==> config.mk <==
export PLATFORM = sky130hd
export DESIGN_NAME = pwm_dimmer
export DESIGN_NICKNAME = d
export VERILOG_FILES = /design/src/rtl/pwm_dimmer.sv
export SDC_FILE = /design/constraint.sdc
export NUM_CORES = 1
export LEC_CHECK = 0
export ABC_AREA = 1
export CAP_MARGIN = 20
export CORE_AREA = 3 3 50 48
export DETAILED_ROUTE_END_ITERATION = 6
export DIE_AREA = 0 0 53 51
export GPL_ROUTABILITY_DRIVEN = 1
export GPL_TIMING_DRIVEN = 0
export PLACE_DENSITY_LB_ADDON = 0.25
export SLEW_MARGIN = 20
export SYNTH_ARGS = -nofsm -noshare
export SYNTH_HDL_FRONTEND = slang
export SYNTH_SLANG_ARGS = --single-unit
==> constraint.sdc <==
create_clock -name clk -period 1.75 [get_ports clk]
set_input_delay 0.35 -clock clk [delete_from_list [all_inputs] [get_ports clk]]
set_output_delay 0.35 -clock clk [all_outputs]
set_load 0.05 [all_outputs]
==> src/rtl/pwm_dimmer.sv <==
// 16-step PWM dimmer with a handshaked duty shadow applied at period boundaries.
// Define PWM_FULLSCALE_EN to make duty 15 drive the output high for the full period.
module pwm_dimmer #(
   parameter int unsigned PRESCALE = 4
) (
   input  logic       clk,
   input  logic       reset,
   input  logic       en,
   input  logic [3:0] duty,
   input  logic       duty_valid,
   output logic       duty_ready,
   output logic       pwm_out,
   output logic [3:0] duty_active,
   output logic       period_start
);

   localparam int unsigned PW = (PRESCALE > 1) ? $clog2(PRESCALE) : 1;
   localparam logic [PW-1:0] PMAX = PW'(PRESCALE - 1);

   logic [PW-1:0] presc;
   logic [3:0]    phase;
   logic [3:0]    shadow;
   logic          pending;
   logic          tick;
   logic          boundary;
   logic          xfer;
   logic          full;

   assign tick     = en && (presc == PMAX);
   assign boundary = tick && (phase == 4'd15);
   assign xfer     = duty_valid && !pending;

   assign duty_ready = !pending;

`ifdef PWM_FULLSCALE_EN
   assign full = (duty_active == 4'd15);
`else
   assign full = 1'b0;
`endif

   assign pwm_out = en && (full || (phase < duty_active));

   always_ff @(posedge clk or negedge reset) begin
      if (!reset) begin
         presc        <= '0;
         phase        <= '0;
         shadow       <= '0;
         duty_active  <= '0;
         pending      <= 1'b0;
         period_start <= 1'b0;
      end else begin
         if (en) begin
            presc <= tick ? '0 : presc + 1'b1;
         end
         if (tick) begin
            phase <= phase + 4'd1;
         end
         // pending blocks new transfers, so apply and capture never collide
         if (boundary && pending) begin
            duty_active <= shadow;
            pending     <= 1'b0;
         end else if (xfer) begin
            shadow  <= duty;
            pending <= 1'b1;
         end
         period_start <= boundary;
      end
   end

endmodule

==> results of run 1 <==
[final cells by class]
class	instances	area share, %
repair buffers	20	17.6
well taps	25	2.99
inverters	10	3.59
clock buffers	4	3.47
flip-flops and latches	16	38.7
multi-input cells	57	33.7
[where the power goes]
part | internal, mW | switching (mW)
Combinational | 0.259 | 0.318
Clock | 0.127 | 0.117
Sequential | 0.477 | 0.0832
Total | 0.863 | 0.518
[logic make-up (layout without fill, tap and decap cells)]
family,after synthesis,in the layout
simple gates,44,44
buf+inv,10,34
fa+ha+maj,5,5
compound gates,5,5
xor+xnor,2,2
mux,1,1
flops,16,16
[cell usage in the layout (no fill, tap or decap), drive strengths merged]
cell           synthesis  layout
xor2                   1       1
dlygate4sd2            0       5
mux2                   1       1
nand3b                 1       1
clkdlybuf4s50          0       6
a21oi                  2       2
nand2                 28      28
clkdlybuf4s15          0       1
dlymetal6s2s           0       1
xnor2                  1       1
dfrtp                 16      16
nand3                 12      12
inv                   10      10
clkbuf                 0       4
ha                     5       5
nor2                   3       3
buf                    0       7
o21ai                  3       3
[worst max-delay path, stage by stage (launching register included)]
cell	delay (ns)
dfrtp_1	0.43
ha_4	0.26
nand2_2	0.05
nand3b_1	0.10
a21oi_4	0.14
buf_6	0.17
[layer usage]
layer,up-vias,wire [um],global-route usage [%]
met2,13,650,16.5
li1,313,-,-
met3,4,56,2.62
met4,0,15,6.38
met5,-,0,0
met1,280,662,16.4
[repair_timing]
action / in CTS / in global routing
gates resized for setup: 15 / 5
buffers inserted: 1 / 5
pin swaps: 2 / 0
hold buffers: 0 / 0
endpoints found under the setup margin: 7 / 1
cloned: 0 / 0
[state kept, by name, indices dropped and copies added (netlist names)]
signal / cells
shadow: 4
period_start: 1
pending: 1
duty_active: 4
presc: 2
phase: 4
[path summary, 6_finish.rpt]
path,from,end,slack (ns),cells after the start
max reg2reg,phase[1],duty_active[2],0.53,6
max,phase[3],pwm_out,-0.03,5
min reg2reg,presc[0],presc[0],0.48,1
min,reset,pending,0.47,1
max in group asynchronous,reset,duty_active[3],0.80,1
min in group clk,en,presc[0],0.47,2
==> out/metrics.cfg, run 1 <==
[global_routing]
grt_pass1_vias=528
antenna_found_initial=0
grt_start_max_net_pins=17
overflow=0
grt_use_total_pct=11.7
grt_pass1_wl_um=2280

[logic_synthesis]
synth_edf_count=0
synth_area_leader_cell=dfrtp_1
ys_seq_elements=16
ys_types=17
avgSynthCellArea_um2=9.17
synth-xor-area-share_pct=2.30
muxShareOfSynthArea_pct=1.48
synthFlopType=dfrtp_1
synth_top_family_by_area=simple AND/OR/NAND/NOR gates
synth.net_count=96
synthAdderAreaFrac_pct=8.22
synth_seq_area_share_pct=52.6
synth-compound-area-share_pct=3.29
ys_top_cells_by_count=nand2_1 (27), dfrtp_1 (16), nand3_1 (10)
syn_area_um2=761
synthCells=83
synth-async-reset-ratio_pct=100
synth.area.top_cells=dfrtp_1 (53%), nand2_1 (13%), ha_1 (8.2%), nand3_1 (6.6%), inv_1 (4.4%)
yosys.cell_count.top_type=nand2_1
ys_warn_count=0
synthSimpleGateAreaFrac_pct=27.1
synth_top_area_share_pct=52.6

[place]
dp_slack_ns=-0.697
dpl.cell_count=122
place_area_um2=947
hpwl_um=1030
port_buffers=14
gp_congestion=0.779

[flow_run]
maxCapViolCount=0

[clock_network]
numCtsBuffers=3
cts.clk_slew.worst_paths_ns=0.09
clockBufferDepth=2
htree_levels=1
cts_sinks=16
cts_tree=built
cts_root_buffer=clkbuf_4
clk_latency_ns=0.29

[routing]
drtIter0Drc=6
vias=610
dr.pass1.iters=2
wl_um=1390
route.detailed.drc=0
viasPerCell=4.62
routedWlPerCell_um=10.5
ant_nets=0

[final_layout]
syn2layout_area_growth_pct=37.3
regArea_um2=404
n_antenna_cell=0
stdcell_area_um2=1040
final_util_pct=55.1
drive_gt1_share_pct=24.3
instances_no_fill=132
nets=121
multi_input_area_um2=352
fill_cells=190

[power_and_ir_drop]
vdd_ir_drop_max_v=0.000889
power.leakage_nw=0.536
powerDensity_nw_per_um2=1320
p_total_mw=1.38

[sta]
holdWs_ns=0.471
setup_violations=1
setup-tns-final_ns=-0.0257
finalCritPeriodShare_pct=101
max_slew_margin_pct=54.0
final.setup.worst_slack_ns=-0.0257
drv_slew=0
finClkSkew_ns=0.000902
max_freq_mhz=563
finalHoldViolCount=0
rsz0062_at_grt=yes
period_needed_ns=1.78
worstMarginPinSlew_ns=0.687

[die]
dieHeight_um=51
start_util_pct=40.1
die-area_um2=2700
io_pins=15
die_x_um=53
rows=15
core_um2=1900

[setup_path]
crit_type=reg -> out
cp_max_fo=2
required_ns=1.40
arrival_ns=1.43
worstSetupStartpointType=flip-flop
cp-end-kind=output pin

[run_status]
status=finished, violations left
violations=negative setup slack

[min_path]
hp-class=in -> async

No activity file was read; power rests on OpenSTA's default activity.
==> inputs of run 2 (changes only) <==
Settings changed: CORE_AREA 3 3 50 48 to 3 3 48 50, DIE_AREA 0 0 53 51 to 0 0 51 53.
==> out/metrics.cfg, run 2 (same netlist as run 1, synthesis figures left out) <==
[clock_network]
ctsHoldBuffers=0  ; unchanged
cts.clk_slew.worst_paths_ns=0.09  ; about the same
clockBufferDepth=2  ; unchanged
cts_sinks=16  ; unchanged
clk_latency_ns=0.28  ; about the same
htree_levels=1  ; unchanged
cts_root_buffer=clkbuf_4
cts_tree=built
numCtsBuffers=3  ; unchanged

[power_and_ir_drop]
p_clk_share_pct=18.3  ; +0.6 points
p_total_mw=1.32  ; -4.6%
switching_share_pct=37.5  ; about the same
p_comb_share_pct=38.6  ; -3.2 points
vdd_ir_drop_max_v=0.000641  ; -28%
seqPwrFrac_pct=43.1  ; +2.5 points
switching_power_uw=494  ; -4.6%
intPower_uw=823  ; -4.6%
powerDensity_nw_per_um2=1300  ; -1.3%
power.leakage_nw=0.521  ; -2.9%

[setup_path]
crit_type=in -> out
worstSetupStartpointType=primary input
required_ns=1.40  ; about the same
arrival_ns=1.47  ; +0.04 ns
cp_max_fo=7  ; +5
reg2regPathDepth=6  ; unchanged
cp-end-kind=output pin

[sta]
rsz0062_at_grt=yes
setup_violations=1  ; unchanged
finalHoldViolCount=0  ; unchanged
max_freq_mhz=548  ; -2.6%
max_slew_margin_pct=51.8  ; -2.3 points
finClkSkew_ns=0.00539  ; +0.00449 ns
finalCritPeriodShare_pct=104  ; +2.7 points
worstMarginPinSlew_ns=0.721  ; +0.0340 ns
period_needed_ns=1.82  ; +0.0478 ns
final.setup.worst_slack_ns=-0.0735  ; -0.0478 ns
drv_slew=0  ; unchanged

[global_routing]
antenna_found_initial=0  ; unchanged
grt_pass1_wl_um=2440  ; +6.7%
grt_start_max_net_pins=17  ; unchanged
overflow=0  ; unchanged
grt_pass1_vias=574  ; +8.7%
grt_use_total_pct=12.4  ; +0.66 points

[routing]
viasPerCell=4.47  ; -3.3%
routedWlPerCell_um=10.3  ; -2.1%
vias=581  ; -4.8%
route.detailed.drc=0  ; unchanged
drtIter0Drc=13  ; +7
wl_um=1340  ; -3.5%
dr.pass1.iters=4  ; +2
ant_nets=0  ; unchanged

[die]
die_x_um=51  ; -3.8%
core_um2=1940  ; +2.4%
dieHeight_um=53  ; +3.9%
rows=16  ; +1
die-area_um2=2700  ; unchanged
io_pins=15  ; unchanged
start_util_pct=39.2  ; -0.96 points

[flow_run]
maxCapViolCount=0  ; unchanged

[final_layout]
layout_common_cells=nand2_1 (26), dfrtp_1 (13), nand3_1 (10)
n_antenna_cell=0  ; unchanged
syn2layout_area_growth_pct=32.7
drive_gt1_share_pct=20.4  ; -3.9 points
reg.largest.list=duty_active x4, phase x4, shadow x4
layout_commonest_cell=nand2_1
stdcell_area_um2=1010  ; -3.4%
nets=117  ; -3.3%

[place]
port_buffers=14  ; unchanged
dp_slack_ns=-0.701  ; -0.00488 ns
gp_congestion=0.773  ; -0.78%
place_area_um2=950  ; +0.26%

[run_status]
violations=negative setup slack
status=finished, violations left

[min_path]
min_path_cells=2
hp-class=reg -> reg

run 2: cell types whose count changed in the layout (fill, tap and decap cells not counted):
cell and delta:
clkdlybuf4s50_1 +1, dlygate4sd2_1 -1, buf_4 -4, clkdlybuf4s15_2 -1, nand2_2 -1, clkbuf_2 +1
nand2_1 +1
run 2: metal layers:
| layer | track usage (%) | vias to the layer above | routed length [um] |
|---|---|---|---|
| met3 | 3.38 | 2 | 71 |
| li1 | - | 304 | - |
| met5 | 0 | - | 0 |
| met2 | 19.7 | 11 | 595 |
| met1 | 15.0 | 264 | 660 |
| met4 | 6.73 | 0 | 10 |
run 2: timing repair:
item	CTS	global route
pin swaps	2	2
endpoints found under the setup margin	7	3
gates resized for setup	13	5
setup buffers	1	1
run 2: critical path, stage by stage:
cell and delay, ns:
clkdlybuf4s50_1 0.65, nand3b_1 0.17, a21oi_4 0.14, buf_6 0.17
run 2: final cells by class:
class | instances | area [um2]
Multi-Input combinational cell | 57 | 349
Inverter | 10 | 37.5
Tap cell | 27 | 33.8
Clock buffer | 4 | 36.3
Sequential cell | 16 | 404
Fill cell | 201 | 932
Timing Repair Buffer | 16 | 149
run 2: metrics by stage:
stage,hold WS [ns],util (%),instances,TNS [ns]
finish,0.477,52.0,130,-0.0735
floorplan,0.0544,-,83,0
global route,0.518,52.0,130,-0.151
detailed placement,0.460,48.9,124,-0.701
CTS,0.483,51.0,129,-0.189
global placement,0.460,48.9,124,-0.689
run 2: worst paths after layout:
path,from,slack [ns],end
setup / recovery,en,-0.07,pwm_out
setup reg to reg,presc[0],0.56,duty_active[3]
min in group asynchronous,reset,0.49,phase[2]
hold / removal,shadow[0],0.48,shadow[0]
max in group asynchronous,reset,0.76,duty_active[1]
hold reg to reg,shadow[0],0.48,shadow[0]
run 2: power groups by stage:
stage	combinational [mW]	clock [mW]	sequential (mW)
global placement	0.450	0	0.574
global route	0.597	0.274	0.580
detailed placement	0.462	0	0.576
CTS	0.489	0.251	0.564
floorplan	0.355	0	0.558
finish	0.508	0.241	0.568
